==> src/rtl/writeback_stage.sv <==
// writeback_stage: final pipeline stage, directly downstream of the memory stage.
// It picks the writeback value (ALU result or load data), owns the architectural
// register file with two combinational read ports for decode, and publishes a
// registered forwarding bundle plus a retired-write counter.
//
// Build option: define WB_ZERO_REG_EN to hardwire register 0 to zero.
// Without that macro, register 0 is an ordinary writable register.
module writeback_stage #(
    parameter int                DATA_W    = 8,
    parameter int                NUM_REGS  = 4,
    parameter logic [DATA_W-1:0] RESET_VAL = '0,
    parameter int                CNT_W     = 16
) (
    input  logic              clock,
    input  logic              reset_n,
    input  logic              Wr_MEM,
    input  logic              Rm_MEM,
    input  logic [1:0]        rdmem,
    input  logic [DATA_W-1:0] acOutWb,
    input  logic [DATA_W-1:0] data_out,
    input  logic [1:0]        rs_addr,
    input  logic [1:0]        rt_addr,
    output logic [DATA_W-1:0] rs_val,
    output logic [DATA_W-1:0] rt_val,
    output logic              fwd_valid,
    output logic [1:0]        fwd_rd,
    output logic [DATA_W-1:0] fwd_data,
    output logic [CNT_W-1:0]  wb_count
);

    // Architectural register file, indexed by the 2-bit register addresses.
    logic [DATA_W-1:0] regfile [NUM_REGS];

    // Raw writeback selection between load data and ALU result.
    logic [DATA_W-1:0] wb_value;

    // Value that actually becomes architectural (differs from wb_value only
    // when register 0 is hardwired to zero).
    logic [DATA_W-1:0] commit_value;

    // Whether this cycle's write lands in the register array.
    logic reg_write;

    // Same-cycle bypass is only meaningful outside reset: while reset is held
    // the registers must read as RESET_VAL, even if a write is being offered.
    logic bypass_en;

    assign wb_value  = Rm_MEM ? data_out : acOutWb;
    assign bypass_en = Wr_MEM && reset_n;

`ifdef WB_ZERO_REG_EN
    assign commit_value = (rdmem == 2'd0) ? '0 : wb_value;
    assign reg_write    = Wr_MEM && (rdmem != 2'd0);
`else
    assign commit_value = wb_value;
    assign reg_write    = Wr_MEM;
`endif

    // Register file update: reset clears every entry, otherwise write rdmem.
    always_ff @(posedge clock or negedge reset_n) begin
        if (!reset_n) begin
            for (int i = 0; i < NUM_REGS; i++) begin
                regfile[i] <= RESET_VAL;
            end
        end else if (reg_write) begin
            regfile[rdmem] <= commit_value;
        end
    end

    // Forwarding bundle: valid pulses for one cycle per write, payload holds.
    always_ff @(posedge clock or negedge reset_n) begin
        if (!reset_n) begin
            fwd_valid <= 1'b0;
            fwd_rd    <= 2'd0;
            fwd_data  <= '0;
        end else if (Wr_MEM) begin
            fwd_valid <= 1'b1;
            fwd_rd    <= rdmem;
            fwd_data  <= commit_value;
        end else begin
            fwd_valid <= 1'b0;
        end
    end

    // Retired-write counter; wraps silently from all-ones back to zero.
    always_ff @(posedge clock or negedge reset_n) begin
        if (!reset_n) begin
            wb_count <= '0;
        end else if (Wr_MEM) begin
            wb_count <= wb_count + CNT_W'(1);
        end
    end

    // Read port A with write-through bypass of the write completing this cycle.
    always_comb begin
        rs_val = regfile[rs_addr];
        if (bypass_en && (rs_addr == rdmem)) begin
            rs_val = commit_value;
        end
`ifdef WB_ZERO_REG_EN
        if (rs_addr == 2'd0) begin
            rs_val = '0;
        end
`endif
    end

    // Read port B, identical rules to port A.
    always_comb begin
        rt_val = regfile[rt_addr];
        if (bypass_en && (rt_addr == rdmem)) begin
            rt_val = commit_value;
        end
`ifdef WB_ZERO_REG_EN
        if (rt_addr == 2'd0) begin
            rt_val = '0;
        end
`endif
    end

endmodule

==> config.mk <==
export PLATFORM = sky130hd
export DESIGN_NAME = writeback_stage
export DESIGN_NICKNAME = d
export VERILOG_FILES = /design/src/rtl/writeback_stage.sv
export SDC_FILE = /design/constraint.sdc
export NUM_CORES = 1
export LEC_CHECK = 0
export ABC_AREA = 1
export BUFFER_PORTS_ARGS = -buffer_cell sky130_fd_sc_hd__buf_2
export CAP_MARGIN = 25
export CELL_PAD_IN_SITES_DETAIL_PLACEMENT = 0
export CELL_PAD_IN_SITES_GLOBAL_PLACEMENT = 2
export CORE_UTILIZATION = 33
export DETAILED_ROUTE_END_ITERATION = 10
export HOLD_SLACK_MARGIN = 0.15
export PLACE_DENSITY = 0.95
export SYNTH_ARGS = -nofsm -noshare
export SYNTH_HDL_FRONTEND = slang
export SYNTH_SLANG_ARGS = --single-unit
==> constraint.sdc <==
create_clock -name clock -period 2.6 [get_ports clock]
set_input_delay 0.13 -clock clock [delete_from_list [all_inputs] [get_ports clock]]
set_output_delay 0.13 -clock clock [all_outputs]
set_load 0.05 [all_outputs]
After elaboration in Yosys (flattened, before gate mapping)
Cells that the tools add are included.

cells by class
  muxes and demuxes = 13
  bitwise gates (word level) = 3
  reduce and logical (&&, ||, !) cells = 4
  add/sub/neg operators = 1
  magnitude comparators = 4
  equality and inequality tests = 2

operator list
  cell                                                                   count
  8-bit 2-to-1 mux                                                       8
  8-bit binary-select mux with 2-bit select                              2
  32-bit bitwise mux                                                     1
  16-bit by 1-bit adder with 16-bit output (second input constant)       1
  8-bit demux with 2-bit select                                          1
  3-bit >= comparator (second input constant)                            3
  2-bit NOT with 3-bit output                                            3
  2-bit equality test                                                    2
  1-bit logical AND                                                      4
  3-bit by 1-bit < comparator with 1-bit output (second input constant)  1
  1-bit 2-to-1 mux                                                       1

word-level totals
  output and inout bits = 43
  register bits after elaboration = 59
  bits of input ports = 26
  word-level logic and storage cells = 35

Longest topological paths before layout
Gate-level depths: netlist of run 1.

  word-level depth = 6
  gate-level depth with buffers = 8
  gate-level depth less buffers = 7

Least setup slack after synthesis of run 1
OpenSTA, ideal clock, no wires.

  path kind = reg-to-reg
  start point = register wb_count[0]
  end point = register wb_count[8]
  period minus slack after synthesis = 1.596 ns
  data required time = 2.477 ns
  library setup time = 0.123 ns
  path slack = 1.004 ns
  path buffers = 0
  arrival = 1.473 ns
  stages on the path, launching flop included = 7
  path through = dfrtp_1 ha_1 nand2_1 nor2_1 nand3_1 o21ai_0 nand2_1

between the ends
  cells in the longest elaborated chain, start to end = 1

ends and longest elaborated chain
  element                                   RTL line  text
  start: declaration                        28        output logic [CNT_W-1:0] wb_count
  start signal: assignment                  90        wb_count <= wb_count + CNT_W'(1);
  16-bit by 1-bit adder with 16-bit output  90

No other way between the ends.
A chain may end at the register's enable or synchronous reset.

Final worst setup path of run 1
  start point = input port Wr_MEM
  end point = output port rs_val[0]

between the ends
  cells in the longest elaborated chain, start to end = 3

ends and longest elaborated chain
  element             RTL line  text
  start: declaration  16        input logic Wr_MEM,
  1-bit logical AND   49        assign bypass_en = Wr_MEM && reset_n;
  1-bit logical AND   97        if (bypass_en && (rs_addr == rdmem)) begin
  8-bit 2-to-1 mux    97
  end: declaration    23        output logic [DATA_W-1:0] rs_val,

No other way between the ends.

==> summary.txt, run 1 <==
Routed WL -> 9280 um
Clk_lat worst skew -> 0.34 ns
Pleak -> 2.13 nW
Period utilization -> 86.9%
Antenna Violating Nets Remaining -> 0
Max-Cap Viols -> 0
Clock Path Buffers -> 2
Die area -> 10600 sq um
N_diodes -> 0
Crit-path max FO -> 18
GP Congestion -> 0.882
Final hold vios -> 0
DR vias -> 3208
Remaining DRCs -> 0
IO Pins -> 69
Placed cells -> 663
Crit-path max cell delay -> 0.53 ns
CP Data Required Time -> 2.47 ns
Die height -> 103 um
Critical Path AT -> 2.13 ns
Clock Skew -> 0.00805 ns
WS Path Type -> in -> out
Tot GR Track Use -> 18.9%
Critical path's slowest cell -> dlygate4sd3_1
Final nets -> 570
Slew Limit Fails -> 0
Sink Count -> 59
Cts bufs inserted -> 9
Buf/Inv on CP -> 3
Synthesis Warnings -> 0
R2R Setup Slk -> 1.15 ns
Synth Instances -> 473
Core area -> 9820 sq um
Netlist Area Pre-Place -> 3370 sq um
Port buffer count -> 68
Iteration-0 DRC Markers -> 142
Worst vdd ir -> 485 uV
Drt first pass iters -> 5
FP Rows -> 36
Sequential area share after synthesis -> 43.8%
Slew margin rel. -> 49.7%
Setup Viol. Count Final -> 0
Hold WC Path Type -> in -> reg
Post-synth cell types -> 27
Worst slew pin tran -> 0.754 ns
Vias in the first global route -> 2950
Starting Density -> 34.4%
Die X -> 103 um
Setup bufs post-CTS -> 0
Root buffer cell -> clkbuf_8
DR WL/cell -> 13.7 um
H-tree Lvls -> 3
Crit-path cells -> dlygate4sd3_1 -> buf_2 -> nand2_1 -> nor3b_4 -> nand3_1 -> nand2_1 -> buf_2
Initial antenna violation count -> 0
PD cells -> 779 nW/um^2
First-pass GRT wire length -> 14800 um
Largest net degree at the start of global routing -> 60
Setup TNS -> 0 ns
#FFs+latches synth -> 59
Layout cells sized above 1 -> 19.2%
Worst Setup Start Kind -> input port
Max Fclk -> 443 MHz
Fin util -> 41.5%
Area grow syn2layout -> 20.9%
DR vias/cell -> 4.72
Cell family with most CP delay -> buffers and inverters
Post-Layout Cell Count -> 680
CTS clk-pin slew, worst paths -> 0.07 ns
Status -> completed
Period minus WS final -> 2.26 ns
Avg Cell Area, Syn -> 7.13 sq um
GRT overflow -> 0
RSZ-0062 raised after global routing -> no
Syn nets -> 500
Crit end category -> primary output
Hpwl dp -> 6950 um
CTS tree -> built
==> kinds of logic (layout without fill, tap and decap cells) <==
| kind of cell | count (synthesis) | count (layout) | share of synthesized area [%] |
|---|---|---|---|
| and+or+nand+nor | 260 | 260 | 32.1 |
| buffers and inverters | 68 | 142 | 8.12 |
| DFF | 59 | 59 | 43.8 |
| AOI/OAI and AO/OA | 75 | 75 | 12.6 |
| xor gates and xnor gates | 10 | 10 | 3.04 |
| adders and majority gates | 1 | 1 | 0.371 |
==> synth_stat cells, drive strengths merged <==
library cell	n	area [sq um]
buf	10	55.1
clkbuf	7	27.5
dfrtp	59	1480
ha	1	12.5
inv	51	191
nand2	188	711
nand3	39	200
nand3b	1	7.51
nand4	2	12.5
nor2	28	128
nor3	1	5.00
nor3b	1	18.8
o211ai	16	120
o21ai	58	298
o21bai	1	7.51
xnor2	5	58.8
xor2	5	43.8
==> layout by cell type (no fill, tap or decap), types with 3 or more instances in the layout <==
| cell | Yosys | final |
|---|---|---|
| buf_2 | 8 | 68 |
| buf_4 | 2 | 6 |
| clkbuf_8 | 0 | 10 |
| dfrtp_1 | 59 | 59 |
| inv_1 | 48 | 48 |
| inv_2 | 3 | 3 |
| nand2_1 | 186 | 186 |
| nand3_1 | 38 | 38 |
| nor2_1 | 23 | 23 |
| nor2_2 | 3 | 3 |
| o211ai_1 | 16 | 16 |
| o21ai_0 | 40 | 40 |
| o21ai_1 | 16 | 16 |
| xnor2_1 | 3 | 3 |
| xor2_1 | 5 | 5 |
==> per-stage QoR <==
stage	hold slack (ns)	power (mW)	setup slack (ns)	cell area, sq um
finish	0.236	3.18	0.341	4080
global route	0.254	3.36	0.178	4080
CTS	0.236	3.20	0.340	4080
detailed placement	0.394	2.27	0.841	3840
global placement	0.398	2.25	0.864	3840
floorplan	-0.166	1.97	1.00	3370
==> worst min-delay path: cells and delay by family <==
kind                   cells  cell delay, ns
AND/OR/NAND/NOR            2            0.28
buffers and inverters      1            0.14
==> layer usage <==
layer / GRT usage (%) / wire length [um] / vias to the layer above
li1: - / - / 1641
met1: 26.8 / 4520 / 1459
met2: 28.3 / 4100 / 98
met3: 3.86 / 528 / 10
met4: 7.04 / 131 / 0
met5: 0 / 0 / -
==> final cells by class <==
class	instances	area, sq um
Clock buffer	10	138
Clock inverter	5	77.6
Fill cell	1088	5740
Inverter	51	191
Multi-Input combinational cell	346	1620
Sequential cell	59	1480
Tap cell	133	166
Timing Repair Buffer	76	405
==> where the power goes <==
part           internal, mW  switching (mW)  total, mW
combinational         0.263           0.773       1.04
clock                 0.557           0.373      0.930
sequential             1.07           0.137       1.21
total                  1.89            1.28       3.18
==> flip-flops by register name (all words and copies together), names as in the netlist <==
signal     cells
fwd_data       8
fwd_valid      1
fwd_rd         2
regfile       32
wb_count      16
==> repair_timing <==
action,in CTS,in global routing
hold endpoints to repair,60,0
hold buffers,2,0
resized for setup,0,0
==> worst paths after layout <==
| path | startpoint | end | depth (start not counted) |
|---|---|---|---|
| max | Wr_MEM | rs_val[0] | 7 |
| min | rdmem[0] | fwd_rd[0] | 3 |
| max reg2reg | wb_count[0] | wb_count[10] | 6 |
| min reg2reg | fwd_data[4] | fwd_data[4] | 2 |
| max in group asynchronous | reset_n | fwd_data[1] | 3 |
| min in group asynchronous | reset_n | regfile[21] | 3 |
(Power assumes the default switching activity.)
==> run 2, diff against run 1 <==
Settings changed: REMOVE_ABC_BUFFERS from default to 1, TNS_END_PERCENT from default to 50.
==> run 2 against run 1 <==
Against the previous run:
- cell count is 0.59% higher
- final area rose by 0.86%
- utilization increased by 0.36 points
- sequential power hardly changed
- count of clock-buffer cells in the layout increased by 2
- largest cell class unchanged
- highest routed layer unchanged
==> summary.txt, run 2 (synthesized netlist as in run 1, its figures left out) <==
H-tree Lvls -> 3
DR WL met2 -> 4220 um
Biggest register -> regfile
Crit-path cells -> dlygate4sd3_1 -> buf_2 -> nand2_1 -> nor2_2 -> nand2_2 -> nand2_1 -> nand2_1 -> buf_2
Period minus WS final -> 2.28 ns
Largest net degree at the start of global routing -> 60
Period utilization -> 87.8%
Routed WL -> 9370 um
CP Data Required Time -> 2.47 ns
Initial antenna violation count -> 0
Max Fclk -> 438 MHz
Die area -> 10600 sq um
Sink Count -> 59
Critical path's slowest cell -> dlygate4sd3_1
DR WL/cell -> 13.7 um
CTS clk-pin slew, worst paths -> 0.07 ns
Starting Density -> 34.4%
Cts bufs inserted -> 9
Setup TNS -> 0 ns
Hpwl dp -> 6800 um
Worst Setup Start Kind -> input port
Remaining DRCs -> 0
Area grow syn2layout -> 21.9%
Max-Cap Viols -> 0
Iteration-0 DRC Markers -> 148
DR vias -> 3242
RSZ-0062 raised after global routing -> no
N_diodes -> 0
Antenna Violating Nets Remaining -> 0
FP Rows -> 36
Tot Pwr -> 3.21 mW
First-pass GRT wire length -> 15600 um
Status -> completed
Crit end category -> primary output
Layout filler cell count -> 1079
Max Used Layer -> met4
Slew margin rel. -> 49.4%
Worst slew pin tran -> 0.758 ns
Clk_lat worst skew -> 0.34 ns
Pleak -> 2.15 nW
Crit-path max FO -> 18
Setup bufs post-CTS -> 0
DR vias/cell -> 4.74
GRT overflow -> 0
WS Path Type -> in -> out
Die X -> 103 um
Commonest non-fill, non-tap cell in the layout -> nand2_1
Crit-path max cell delay -> 0.52 ns
Root buffer cell -> clkbuf_8
PD cells -> 780 nW/um^2
Port buffer count -> 68
Hold WC Path Type -> in -> reg
Drt first pass iters -> 4
Setup Viol. Count Final -> 0
Most frequent cells in the layout -> nand2_1, buf_2, dfrtp_1, inv_1, o21ai_0
Die height -> 103 um
Slew Limit Fails -> 0
Tot GR Track Use -> 19.7%
Met3 wire len -> 636 um
CTS tree -> built
Max reg flops -> 32
Final nets -> 573
Worst vdd ir -> 586 uV
Layout cells sized above 1 -> 19.6%
Vias in the first global route -> 3110
GP Congestion -> 0.767
Clock Path Buffers -> 2
Core area -> 9820 sq um
Clock Skew -> 0.00633 ns
Top flop regs -> regfile (32), wb_count (16), fwd_data (8)
Cell repeated most along the worst path -> nand2_1
Post-CTS sizing -> 0
Final hold vios -> 0
IO Pins -> 69
Critical Path AT -> 2.15 ns
Met1 wire length -> 4430 um
## run 2: cell types whose count changed in the layout (fill, tap and decap cells not counted)
cell / previous run / this run
buf_4: 6 / 9
clkbuf_8: 10 / 11
clkbuf_1: 0 / 1
clkinv_2: 2 / 1
## run 2: critical path: cells and delay by family
kind | cells | cell delay [ns]
and+or+nand+nor | 5 | 0.90
buffers and inverters | 3 | 1.10
## run 2: timing repair
item,4_1_cts,5_1_grt
endpoints found under the setup margin,0,0
hold endpoints to repair,60,0
hold buffers,2,0
## run 2: cell type report
| class | instances | area (sq um) | share of cell area (%) |
|---|---|---|---|
| multi-input combinational | 346 | 1620 | 39.5 |
| clock buffer | 12 | 155 | 3.77 |
| clock inverter | 4 | 72.6 | 1.76 |
| timing repair buffer | 79 | 428 | 10.4 |
| tap | 133 | 166 | 4.05 |
| inverter | 51 | 191 | 4.65 |
| sequential | 59 | 1480 | 35.9 |
## run 2: power by group
| group | internal, mW | switching (mW) | total [mW] | leakage [nW] |
|---|---|---|---|---|
| Sequential | 1.07 | 0.141 | 1.21 | 0.742 |
| Combinational | 0.268 | 0.771 | 1.04 | 1.30 |
| Clock | 0.591 | 0.364 | 0.955 | 0.113 |
| Total | 1.93 | 1.28 | 3.21 | 2.15 |
## run 2: final timing paths
| kind | from | to | slack [ns] | depth (start not counted) |
|---|---|---|---|---|
| max in group asynchronous | reset_n | regfile[27] | 1.57 | 3 |
| worst max register to register | wb_count[0] | wb_count[10] | 1.14 | 6 |
| min in group asynchronous | reset_n | regfile[20] | 0.51 | 3 |
| worst min-delay path | acOutWb[7] | regfile[15] | 0.24 | 5 |
| worst max-delay path | Wr_MEM | rt_val[3] | 0.32 | 8 |
| worst min register to register | fwd_rd[0] | fwd_rd[0] | 0.49 | 2 |
## run 2: routing by layer
layer / up-vias / track usage [%]
li1: 1652 / -
met1: 1492 / 26.3
met2: 92 / 31.7
met3: 6 / 5.15
met4: 0 / 4.88
met5: - / 0
## run 2: metrics by stage
| stage | cell area (sq um) | utilization, % | instances | worst slack, ns | hold WS, ns |
|---|---|---|---|---|---|
| final | 4110 | 41.9 | 684 | 0.317 | 0.241 |
| after global routing | 4110 | 41.9 | 684 | 0.131 | 0.254 |
| after detailed placement | 3860 | 39.4 | 666 | 0.811 | 0.379 |
| after floorplan | 3290 | - | 456 | 1.00 | -0.166 |
| after global placement | 3860 | 39.4 | 666 | 0.816 | 0.388 |
| after CTS | 4110 | 41.9 | 684 | 0.285 | 0.231 |
